$ cat src/rtl/seq_shift_add_multiplier.sv
// Iterative radix-2 shift-add multiplier, unsigned or two's complement, with
// valid/ready handshakes. One product every WIDTH+2 cycles with a single adder.
module seq_shift_add_multiplier #(
  parameter int WIDTH = 8
) (
  input  logic                 clk,
  input  logic                 rst,
  input  logic                 in_valid,
  output logic                 in_ready,
  input  logic                 signed_mode,
  input  logic [WIDTH-1:0]     A,
  input  logic [WIDTH-1:0]     B,
  output logic                 out_valid,
  input  logic                 out_ready,
  output logic [2*WIDTH-1:0]   P
);

  localparam int CNT_W = $clog2(WIDTH + 1);
  localparam logic [CNT_W-1:0] LAST_CNT = CNT_W'(WIDTH - 1);

  typedef enum logic [1:0] {
    IDLE = 2'd0,
    BUSY = 2'd1,
    DONE = 2'd2
  } state_t;

  state_t              state_q, state_d;
  logic [WIDTH-1:0]    mag_a_q, mag_a_d;
  logic [WIDTH-1:0]    mag_b_q, mag_b_d;
  logic                neg_q, neg_d;
  logic [2*WIDTH-1:0]  acc_q, acc_d;
  logic [2*WIDTH-1:0]  p_q, p_d;
  logic [CNT_W-1:0]    cnt_q, cnt_d;
  logic                b_bit;
  logic [2*WIDTH-1:0]  addend;
  logic [2*WIDTH-1:0]  acc_next;

  // The single adder: add the shifted multiplicand when the current multiplier bit is set.
  always_comb begin
    b_bit    = |(mag_b_q & (WIDTH'(1) << cnt_q));
    addend   = b_bit ? ({{WIDTH{1'b0}}, mag_a_q} << cnt_q) : '0;
    acc_next = acc_q + addend;
  end

  always_comb begin
    state_d   = state_q;
    mag_a_d   = mag_a_q;
    mag_b_d   = mag_b_q;
    neg_d     = neg_q;
    acc_d     = acc_q;
    p_d       = p_q;
    cnt_d     = cnt_q;
    in_ready  = (state_q == IDLE);
    out_valid = (state_q == DONE);
    case (state_q)
      IDLE: begin
        if (in_valid) begin
          // Negating the most negative value wraps to itself, which is its correct unsigned magnitude.
          mag_a_d = (signed_mode && A[WIDTH-1]) ? -A : A;
          mag_b_d = (signed_mode && B[WIDTH-1]) ? -B : B;
          neg_d   = signed_mode && (A[WIDTH-1] ^ B[WIDTH-1]);
          acc_d   = '0;
          cnt_d   = '0;
          state_d = BUSY;
        end
      end
      BUSY: begin
        acc_d = acc_next;
        cnt_d = cnt_q + CNT_W'(1);
        if (cnt_q == LAST_CNT) begin
          p_d     = neg_q ? -acc_next : acc_next;
          state_d = DONE;
        end
      end
      DONE: begin
        if (out_ready) begin
          state_d = IDLE;
        end
      end
      default: state_d = IDLE;
    endcase
  end

  always_ff @(posedge clk) begin
    if (rst) begin
      state_q <= IDLE;
      mag_a_q <= '0;
      mag_b_q <= '0;
      neg_q   <= 1'b0;
      acc_q   <= '0;
      p_q     <= '0;
      cnt_q   <= '0;
    end else begin
      state_q <= state_d;
      mag_a_q <= mag_a_d;
      mag_b_q <= mag_b_d;
      neg_q   <= neg_d;
      acc_q   <= acc_d;
      p_q     <= p_d;
      cnt_q   <= cnt_d;
    end
  end

  assign P = p_q;

endmodule
$ cat config.mk
export PLATFORM = sky130hd
export DESIGN_NAME = seq_shift_add_multiplier
export DESIGN_NICKNAME = d
export VERILOG_FILES = /design/src/rtl/seq_shift_add_multiplier.sv
export SDC_FILE = /design/constraint.sdc
export NUM_CORES = 1
export LEC_CHECK = 0
export BUFFER_PORTS_ARGS = -buffer_cell sky130_fd_sc_hd__buf_2
export CORE_MARGIN = 1.5
export CORE_UTILIZATION = 30
export CTS_BUF_LIST = sky130_fd_sc_hd__clkbuf_4 sky130_fd_sc_hd__clkbuf_8 sky130_fd_sc_hd__clkbuf_16
export DETAILED_ROUTE_END_ITERATION = 8
export GPL_TIMING_DRIVEN = 0
export HOLD_SLACK_MARGIN = 0.15
export PLACE_DENSITY = 0.51
export SLEW_MARGIN = 20
export SYNTH_ARGS = -nofsm -noshare
export SYNTH_HDL_FRONTEND = slang
export SYNTH_SLANG_ARGS = --single-unit
$ cat constraint.sdc
create_clock -name clk -period 11.5 [get_ports clk]
set_input_delay 1.15 -clock clk [delete_from_list [all_inputs] [get_ports clk]]
set_output_delay 1.15 -clock clk [all_outputs]
set_load 0.005 [all_outputs]
# --- Word-level counts from Yosys, hierarchy flattened ---
# Cells that the tools add are included.
op_classes:
  add_sub_neg: 5
  n_eq_ne: 6
  n_shift: 2
  muxes: 12
  bitwise_logic: 2
  reduce_logical: 10
ops:
  columns: ["cell", "count"]
  rows:
  - ["$mux W16", 3]
  - ["$pmux W16 S2", 1]
  - ["$add A16 B16 Y16", 1]
  - ["$mux W8", 2]
  - ["$neg A16 Y16", 1]
  - ["$neg A8 Y8", 2]
  - ["$shl A8 B4 Y16", 1]
  - ["$and A8 B8 Y8", 1]
  - ["$pmux W4 S2", 1]
  - ["$reduce_or A8 Y1", 1]
  - ["$shl A1 B4 Y8 const A", 1]
  - ["$mux W2", 3]
  - ["$pmux W2 S3", 1]
  - ["$reduce_and A2 Y1", 3]
  - ["$add A4 B1 Y4 const B", 1]
  - ["$eq A4 B3 Y1 const B", 1]
  - ["$mux W4", 1]
  - ["$ne A2 B2 Y1 const B", 2]
  - ["$logic_and A1 B1 Y1", 3]
  - ["$reduce_and A3 Y1", 1]
  - ["$eq A2 B1 Y1 const B", 1]
  - ["$eq A2 B2 Y1 const B", 1]
  - ["$logic_not A2 Y1", 1]
  - ["$ne A2 B1 Y1 const B", 1]
  - ["other kinds (2)", 2]
totals:
  register_bits: 55
  out_inout_bits: 18
  word_cells: 44

# --- Depth between registers and ports, before layout ---
# Gate-level depths: netlist (run 1).
logic_depth:
  word_depth: 7
  ltp_mapped: 22

# --- Least setup slack after synthesis (run 1) ---
# OpenSTA, ideal clock, no wires.
synth_timing:
  path_type: "reg-to-reg"
  from: "register cnt_q[1]"
  to: "register p_q[15], in the netlist P[15]"
  arrival_ns: 5.043
  path_slack_ns: 6.395
  path_stages_with_launch: 23
  path_buffers: 3
  synth_period_minus_slack_ns: 5.105
  path_cell_list: "dfxtp_1 -> clkbuf_1 -> clkbuf_1 -> inv_1 -> ha_1 -> a222oi_1 -> nand2_1 -> a222oi_1 -> or2_2 -> clkbuf_1 -> inv_1 -> nand2_1 -> nor4b_1 -> ha_1 -> fa_1 -> a21oi_1 -> nor3b_2 -> or3_4 -> a221oi_4 -> nand4_2 -> or2_0 -> or4_1 -> nand3_1"
synth_via:
  elab_chain_cells: 7
  elab_cells_between_ends: 10
  classes_between: "add/sub: 2; eq/ne: 1; shift: 2; mux: 2; bitwise: 1; reduce/logical: 2"
synth_lines:
  columns: ["item", "line_no", "source"]
  rows:
  - ["start, declared", "33", "logic [CNT_W-1:0] cnt_q, cnt_d;"]
  - ["start signal, assigned", "100", "cnt_q <= cnt_d;"]
  - ["$shl A1 B4 Y8", "40", "b_bit = |(mag_b_q & (WIDTH'(1) << cnt_q));"]
  - ["$and A8 B8 Y8", "40", null]
  - ["$reduce_or A8 Y1", "40", null]
  - ["$mux W16", "41", "addend = b_bit ? ({{WIDTH{1'b0}}, mag_a_q} << cnt_q) : '0;"]
  - ["$add A16 B16 Y16", "42", "acc_next = acc_q + addend;"]
  - ["$neg A16 Y16", "71", "p_d = neg_q ? -acc_next : acc_next;"]
  - ["$mux W16", "71", null]
  - ["end signal, assigned", "99", "p_q <= p_d;"]
  - ["end, declared", "32", "logic [2*WIDTH-1:0] p_q, p_d;"]
# Several ways; a longest one is shown, not always the timed one.
# A chain may end at the register's enable or synchronous reset.

# --- Final worst setup path (run 1) ---
# Same ends and word-level chain as after synthesis.

==> results of run 1 <==
-- final cells by class --
class / instances / area (um2)
repair buffers: 37 / 185
plain buffers: 32 / 121
fillers: 1436 / 8540
clock inverters: 3 / 67.6
flip-flops and latches: 55 / 1100
well taps: 176 / 220
multi-input cells: 444 / 2760
clock buffers: 5 / 125
inverters: 19 / 71.3
-- routing by layer --
| layer | routed length, um | vias up |
|---|---|---|
| met1 | 5560 | 1923 |
| li1 | - | 2085 |
| met4 | 244 | 0 |
| met3 | 370 | 17 |
| met5 | 0 | - |
| met2 | 5540 | 89 |
-- critical path: stages, from the launching register on --
cell	delay [ns]
dfxtp_1	0.36
clkbuf_1	0.29
clkbuf_1	0.40
inv_1	0.18
ha_1	0.24
a222oi_1	0.37
nand2_1	0.09
a222oi_1	0.28
or2_2	0.17
clkbuf_1	0.28
inv_1	0.13
nand2_1	0.16
nor4b_1	0.12
ha_1	0.29
fa_1	0.44
a21oi_1	0.20
nor3b_2	0.11
or3_4	0.36
a221oi_4	0.39
nand4_2	0.18
or2_0	0.28
or4_1	0.51
nand3_1	0.09
-- metrics by stage --
step | worst slack [ns] | area [um2] | power [mW] | hold slack, ns | cells
2_1_floorplan | 6.39 | 4050 | 0.253 | 0.431 | 550
3_3_place_gp | 5.61 | 4460 | 0.274 | 0.438 | 763
3_5_place_dp | 5.61 | 4460 | 0.275 | 0.441 | 763
4_1_cts | 5.54 | 4650 | 0.472 | 0.451 | 771
5_1_grt | 5.05 | 4650 | 0.489 | 0.485 | 771
6_report | 5.52 | 4650 | 0.468 | 0.449 | 771
-- state kept, by name (all words and copies together), names as in the netlist --
signal	flops
P	16
acc_q	16
mag_a_q	8
mag_b_q	8
cnt_q	4
state_q	2
neg_q	1
-- how the worst min path moves through the flow --
stage,cells past startpoint,slack [ns],to
6_report,2,0.45,P[2]
4_1_cts,2,0.45,P[2]
3_5_place_dp,2,0.44,P[2]
2_1_floorplan,2,0.43,mag_b_q[6]
5_1_grt,2,0.49,mag_b_q[7]
3_3_place_gp,2,0.44,P[2]
-- power breakdown --
group,internal (mW),total [mW],switching (mW)
sequential,0.196,0.200,0.00425
combinational,0.0251,0.0711,0.0460
clock,0.125,0.197,0.0718
total,0.346,0.468,0.122
-- cell families after synthesis --
kind of cell    share of synthesized area
mux                                0.0235
compound gates                      0.256
flops                               0.272
simple gates                        0.275
xor+xnor                           0.0475
fa+ha+maj                          0.0790
buf+inv                            0.0475
-- placed cells by master, fill, tap and decap left out, types with 3 or more instances in the layout --
| cell | Yosys | final |
|---|---|---|
| a211oi_1 | 20 | 20 |
| a21boi_0 | 4 | 4 |
| a21o_1 | 9 | 9 |
| a21oi_1 | 44 | 44 |
| a222oi_1 | 3 | 3 |
| a311oi_1 | 6 | 6 |
| a31oi_1 | 9 | 9 |
| and2_1 | 3 | 3 |
| and3_1 | 7 | 7 |
| buf_2 | 1 | 38 |
| clkbuf_1 | 30 | 30 |
| clkbuf_16 | 0 | 5 |
| dfxtp_1 | 55 | 55 |
| ha_1 | 24 | 24 |
| inv_1 | 18 | 18 |
| mux2_2 | 4 | 4 |
| mux2i_1 | 5 | 5 |
| nand2_1 | 59 | 59 |
| nand2b_1 | 3 | 3 |
| nand3_1 | 39 | 39 |
| nand3b_1 | 3 | 3 |
| nand4_1 | 5 | 5 |
| nor2_1 | 76 | 76 |
| nor3_1 | 13 | 13 |
| o2111ai_1 | 6 | 6 |
| o211ai_1 | 3 | 3 |
| o21ai_0 | 20 | 20 |
| o21bai_1 | 3 | 3 |
| o22ai_1 | 4 | 4 |
| o31ai_1 | 4 | 4 |
| or2_2 | 4 | 4 |
| or3_1 | 4 | 4 |
| xnor2_1 | 9 | 9 |
| xor2_1 | 13 | 13 |
==> impl_results.md, run 1 <==
* Status: completed
* Worst-path clk slew at approximately 0.080 ns
* CP Capture Type: flop
* Count leader, synth: nor2_1
* Initial antenna violation count at 0
* Vias in the first global route at 3878
* Post-Syn Area at 4050 um2
* Clock Sinks at 55
* Avg WL per Cell at ~15 um
* Crit Path Class: flop to flop
* Power per cell area at between 100 and 150 nW/um2
* Fraction of registers with async set/reset at 0
* Chip Width at between 100 and 150 um
* Worst-skew pair later-pin latency at about 0.30 ns
* Crit path required time at 11.74 ns
* GR Layer Usage met3 at 0.0230
* Starting Density at 0.307
* Die height at approximately 120 um
* Mean Syn Cell Area at 7.37 um2
* Origin of the worst setup path: cnt_q[1]
* Vias at between 4000 and 5000
* Hold Fails Final Rpt at 0
* Final design utilization at 0.353
* CTS Buf Count at 5
* # setup viols final at 0
* Largest net degree at the start of global routing at 18
* R2R depth at 22
* Post-CTS Resized at 0
* Synth cell count leaders: nor2_1 (76), nand2_1 (59), dfxtp_1 (55)
* Die Area at 14200 um2
* Synth top area cells: dfxtp_1 (27%), ha_1 (7.4%), nor2_1 (7.0%)
* ANT nets after route at 0
* Skew final at 0.0103 ns
* Clock buffer depth at 2
* # DRC at 0
* First-pass GRT wire length at 19.2 mm
* Fin crit share at 0.520
* CTS tree: done
* Seq/Total Area, Yosys at 0.272
* Hold Crit Class: flop to flop
* Remaining global-route overflow at 0
* Worst Path Max Fanout at 10
* Via density at 5.34
* Area leader, netlist: dfxtp_1
* Total setup buffers inserted after CTS at 0
* Share of the synthesized area in the top cell type at 0.272
* Worst Setup Start Kind: flop
* R2R Setup Slk at 5.52 ns
* Share of cells above drive strength 1 at 0.106
* Global routing's busiest layer: met2
* WL final at between 10 and 15 mm
* # diodes at 0
* Core Area at 13200 um2
* Worst IR drop on VDD at approximately 0.000054 V
* Hold Buf Count CTS at 0
* Ports at 39
* Gr usage total at 0.167
* DRT Pass-1 Iters at 4
* Max_cap viols at 0
* Yosys warns at 0
* Nets at 640
* Flops & latches, synth at 55
* Mapped Nets at between 500 and 600
* Iteration-0 DRC Markers at 199
* Setup TNS at 0 ns
* Crit path DAT at 6.23 ns
* Slew Viols, Final at 0
* R2r endpoint: P[15]
* Fmax at 167 MHz
* Ys flop type: dfxtp_1
* Htree depth at 2
* Num rows at 42
* Gate count of the mapped netlist at 550
* IO Port Bufs at 37
* Hold Path Origin: P[2]
* CTS Root Buffer Type: clkbuf_16
* Post-synthesis to final-layout area growth at 14.8%
* RSZ-0062 raised after global routing: false
* Worst Tran Pin Value at between 0.7 and 0.8 ns
* Cell variety after synth at 65
* CP endpoint: P[15]
* EDFF count, synth at 0
* Hpwl dp at between 9 and 10 mm
* Worst slew margin at 0.491
* RR Startpoint: cnt_q[1]
* Final min period at 5.98 ns
* Routability Congestion at 0.881
* Met2 Resource Use GR at 0.289
* GRT met1 Usage at 0.215
* Lkg Pwr at 1.83 nW
(Power assumes the default switching activity.)
==> run 2: changes to the inputs <==
clock period = 6.3 ns   (was 11.5 ns; I/O delays follow)
==> run 2 against run 1 <==
Compared with the run above:
- non-clock buffer count is the same
- clock power grew 82%
- global-route usage is the same
- sequential share of layout area is essentially flat
- final cell count is the same
- largest power group unchanged
- first-iteration DRC count shrank 4.5%
- highest routed layer unchanged
- clock skew is essentially flat
- flip-flop and latch count is the same
- critical path depth is the same
- power grew 83%
- combinational power grew 83%
==> impl_results.md, run 2 (same netlist as run 1, synthesis figures left out) <==
* Power per cell area at 183 nW/um2
* Place WS at 0.413 ns
* Post-CTS Resized at 0
* Vias in the first global route at 3878
* Die Area at 14200 um2
* # DRC at 0
* Comb power frac at 0.152
* Crit Path Class: flop to flop
* Iteration-0 DRC Markers at 190
* First-pass GRT wire length at 19.2 mm
* DRT Pass-1 Iters at 5
* Slew Viols, Final at 0
* Final min period at 5.83 ns
* Final Cell Area at 4650 um2
* Core Area at 13200 um2
* Max_cap viols at 0
* Largest net degree at the start of global routing at 18
* Worst-path clk slew at approximately 0.08 ns
* Most common library cell in the layout ignoring fill and taps: nor2_1
* Hold Fails Final Rpt at 0
* Origin of the worst setup path: cnt_q[1]
* Starting Density at 0.307
* Fin crit share at 0.926
* Setup TNS at 0 ns
* CTS tree: done
* Clock power share at 0.421
* Worst hold path depth at 2
* ANT nets after route at 0
* Worst-skew pair later-pin latency at 0.30 ns
* Chip Width at 119 um
* Skew final at 0.0106 ns
* Lkg Pwr at 1.84 nW
* RR Startpoint: cnt_q[1]
* Worst Tran Pin Value at 0.760 ns
* Crit path DAT at ~6 ns
* Die height at 119 um
* Htree depth at 2
* CTS Buf Count at 5
* Worst slew margin at 0.489
* RSZ-0062 raised after global routing: false
* Worst IR drop on VDD at 0.0000977 V
* R2R depth at 22
* Crit path required time at 6.54 ns
* Hold Buf Count CTS at 0
* Worst Setup Start Kind: flop
* Initial antenna violation count at 0
* Gr usage total at 0.167
* Sw power at about 220 uW
* Vias at 4093
* Via density at 5.31
* Net Sw Frac at 0.261
* WL final at 11.8 mm
* Worst Path Max Fanout at 10
* # diodes at 0
* Setup WS post-layout at 0.469 ns
* Status: completed
* Post-synthesis to final-layout area growth at 14.8%
* Pint at 631 uW
* Ports at 39
* Layout fillers at 1439
* Total setup buffers inserted after CTS at 0
* Nets at between 600 and 700
* Most frequent cells in the layout: nor2_1 (76), nand2_1 (59), dfxtp_1 (55), a21oi_1 (44), nand3_1 (39)
* Clock Sinks at 55
* Fmax at ~170 MHz
* # setup viols final at 0
* IO Port Bufs at 37
* Hpwl dp at 9.50 mm
* Final design utilization at 0.353
* Instance area at placement at around 4500 um2
* Routability Congestion at 0.881
* Sequential share of power at 0.427
* Hold Path Origin: P[2]
* CP Capture Type: flop
* Clock buffer depth at 2
* Avg WL per Cell at 15.2 um
* Num rows at 42
* CTS Root Buffer Type: clkbuf_16
* Share of cells above drive strength 1 at 0.108
* Hold Crit Class: flop to flop
* Remaining global-route overflow at 0
==> run 2: final cells by class <==
type                    count  area (um2)  area share
inverters                  19        71.3      0.0153
multi-input cells         444        2760       0.593
flip-flops and latches     55        1100       0.237
well taps                 176         220      0.0473
clock buffers               5         125      0.0269
plain buffers              32         123      0.0263
clock inverters             3        67.6      0.0145
repair buffers             37         185      0.0398
==> run 2: power groups by stage <==
stage | clock network, mW | registers [mW] | logic [mW]
global placement | 0 | 0.373 | 0.127
global route | 0.381 | 0.366 | 0.145
CTS | 0.368 | 0.365 | 0.130
floorplan | 0 | 0.370 | 0.0908
detailed placement | 0 | 0.373 | 0.129
finish | 0.359 | 0.365 | 0.130
==> run 2: worst paths after layout <==
kind                end  slack, ns
setup / recovery  P[15]       0.47
hold / removal     P[2]       0.45
setup reg to reg  P[15]       0.47
hold reg to reg    P[2]       0.45
==> run 2: routing by layer <==
layer | share of wire | vias up | track usage
met1 | 0.48 | 1930 | 0.215
li1 | - | 2082 | -
met5 | 0 | - | 0
met2 | 0.47 | 66 | 0.289
met4 | 0.018 | 0 | 0.0527
met3 | 0.026 | 15 | 0.0230
==> run 2: through the flow <==
stage	hold WS (ns)	total power, mW	cells
6_report	0.449	0.854	771
4_1_cts	0.451	0.862	771
3_5_place_dp	0.441	0.502	763
3_3_place_gp	0.438	0.500	763
5_1_grt	0.485	0.893	771
2_1_floorplan	0.431	0.461	550
==> run 2: worst max-delay path, cell delays in order (launching register included) <==
cell,delay (ns)
dfxtp_1,0.36
clkbuf_1,0.30
clkbuf_2,0.30
inv_1,0.14
ha_1,0.22
a222oi_1,0.37
nand2_1,0.09
a222oi_1,0.29
or2_2,0.17
clkbuf_1,0.28
inv_1,0.13
nand2_1,0.17
nor4b_1,0.12
ha_1,0.29
fa_1,0.44
a21oi_1,0.20
nor3b_2,0.11
or3_4,0.36
a221oi_4,0.39
nand4_2,0.18
or2_0,0.28
or4_1,0.51
nand3_1,0.09
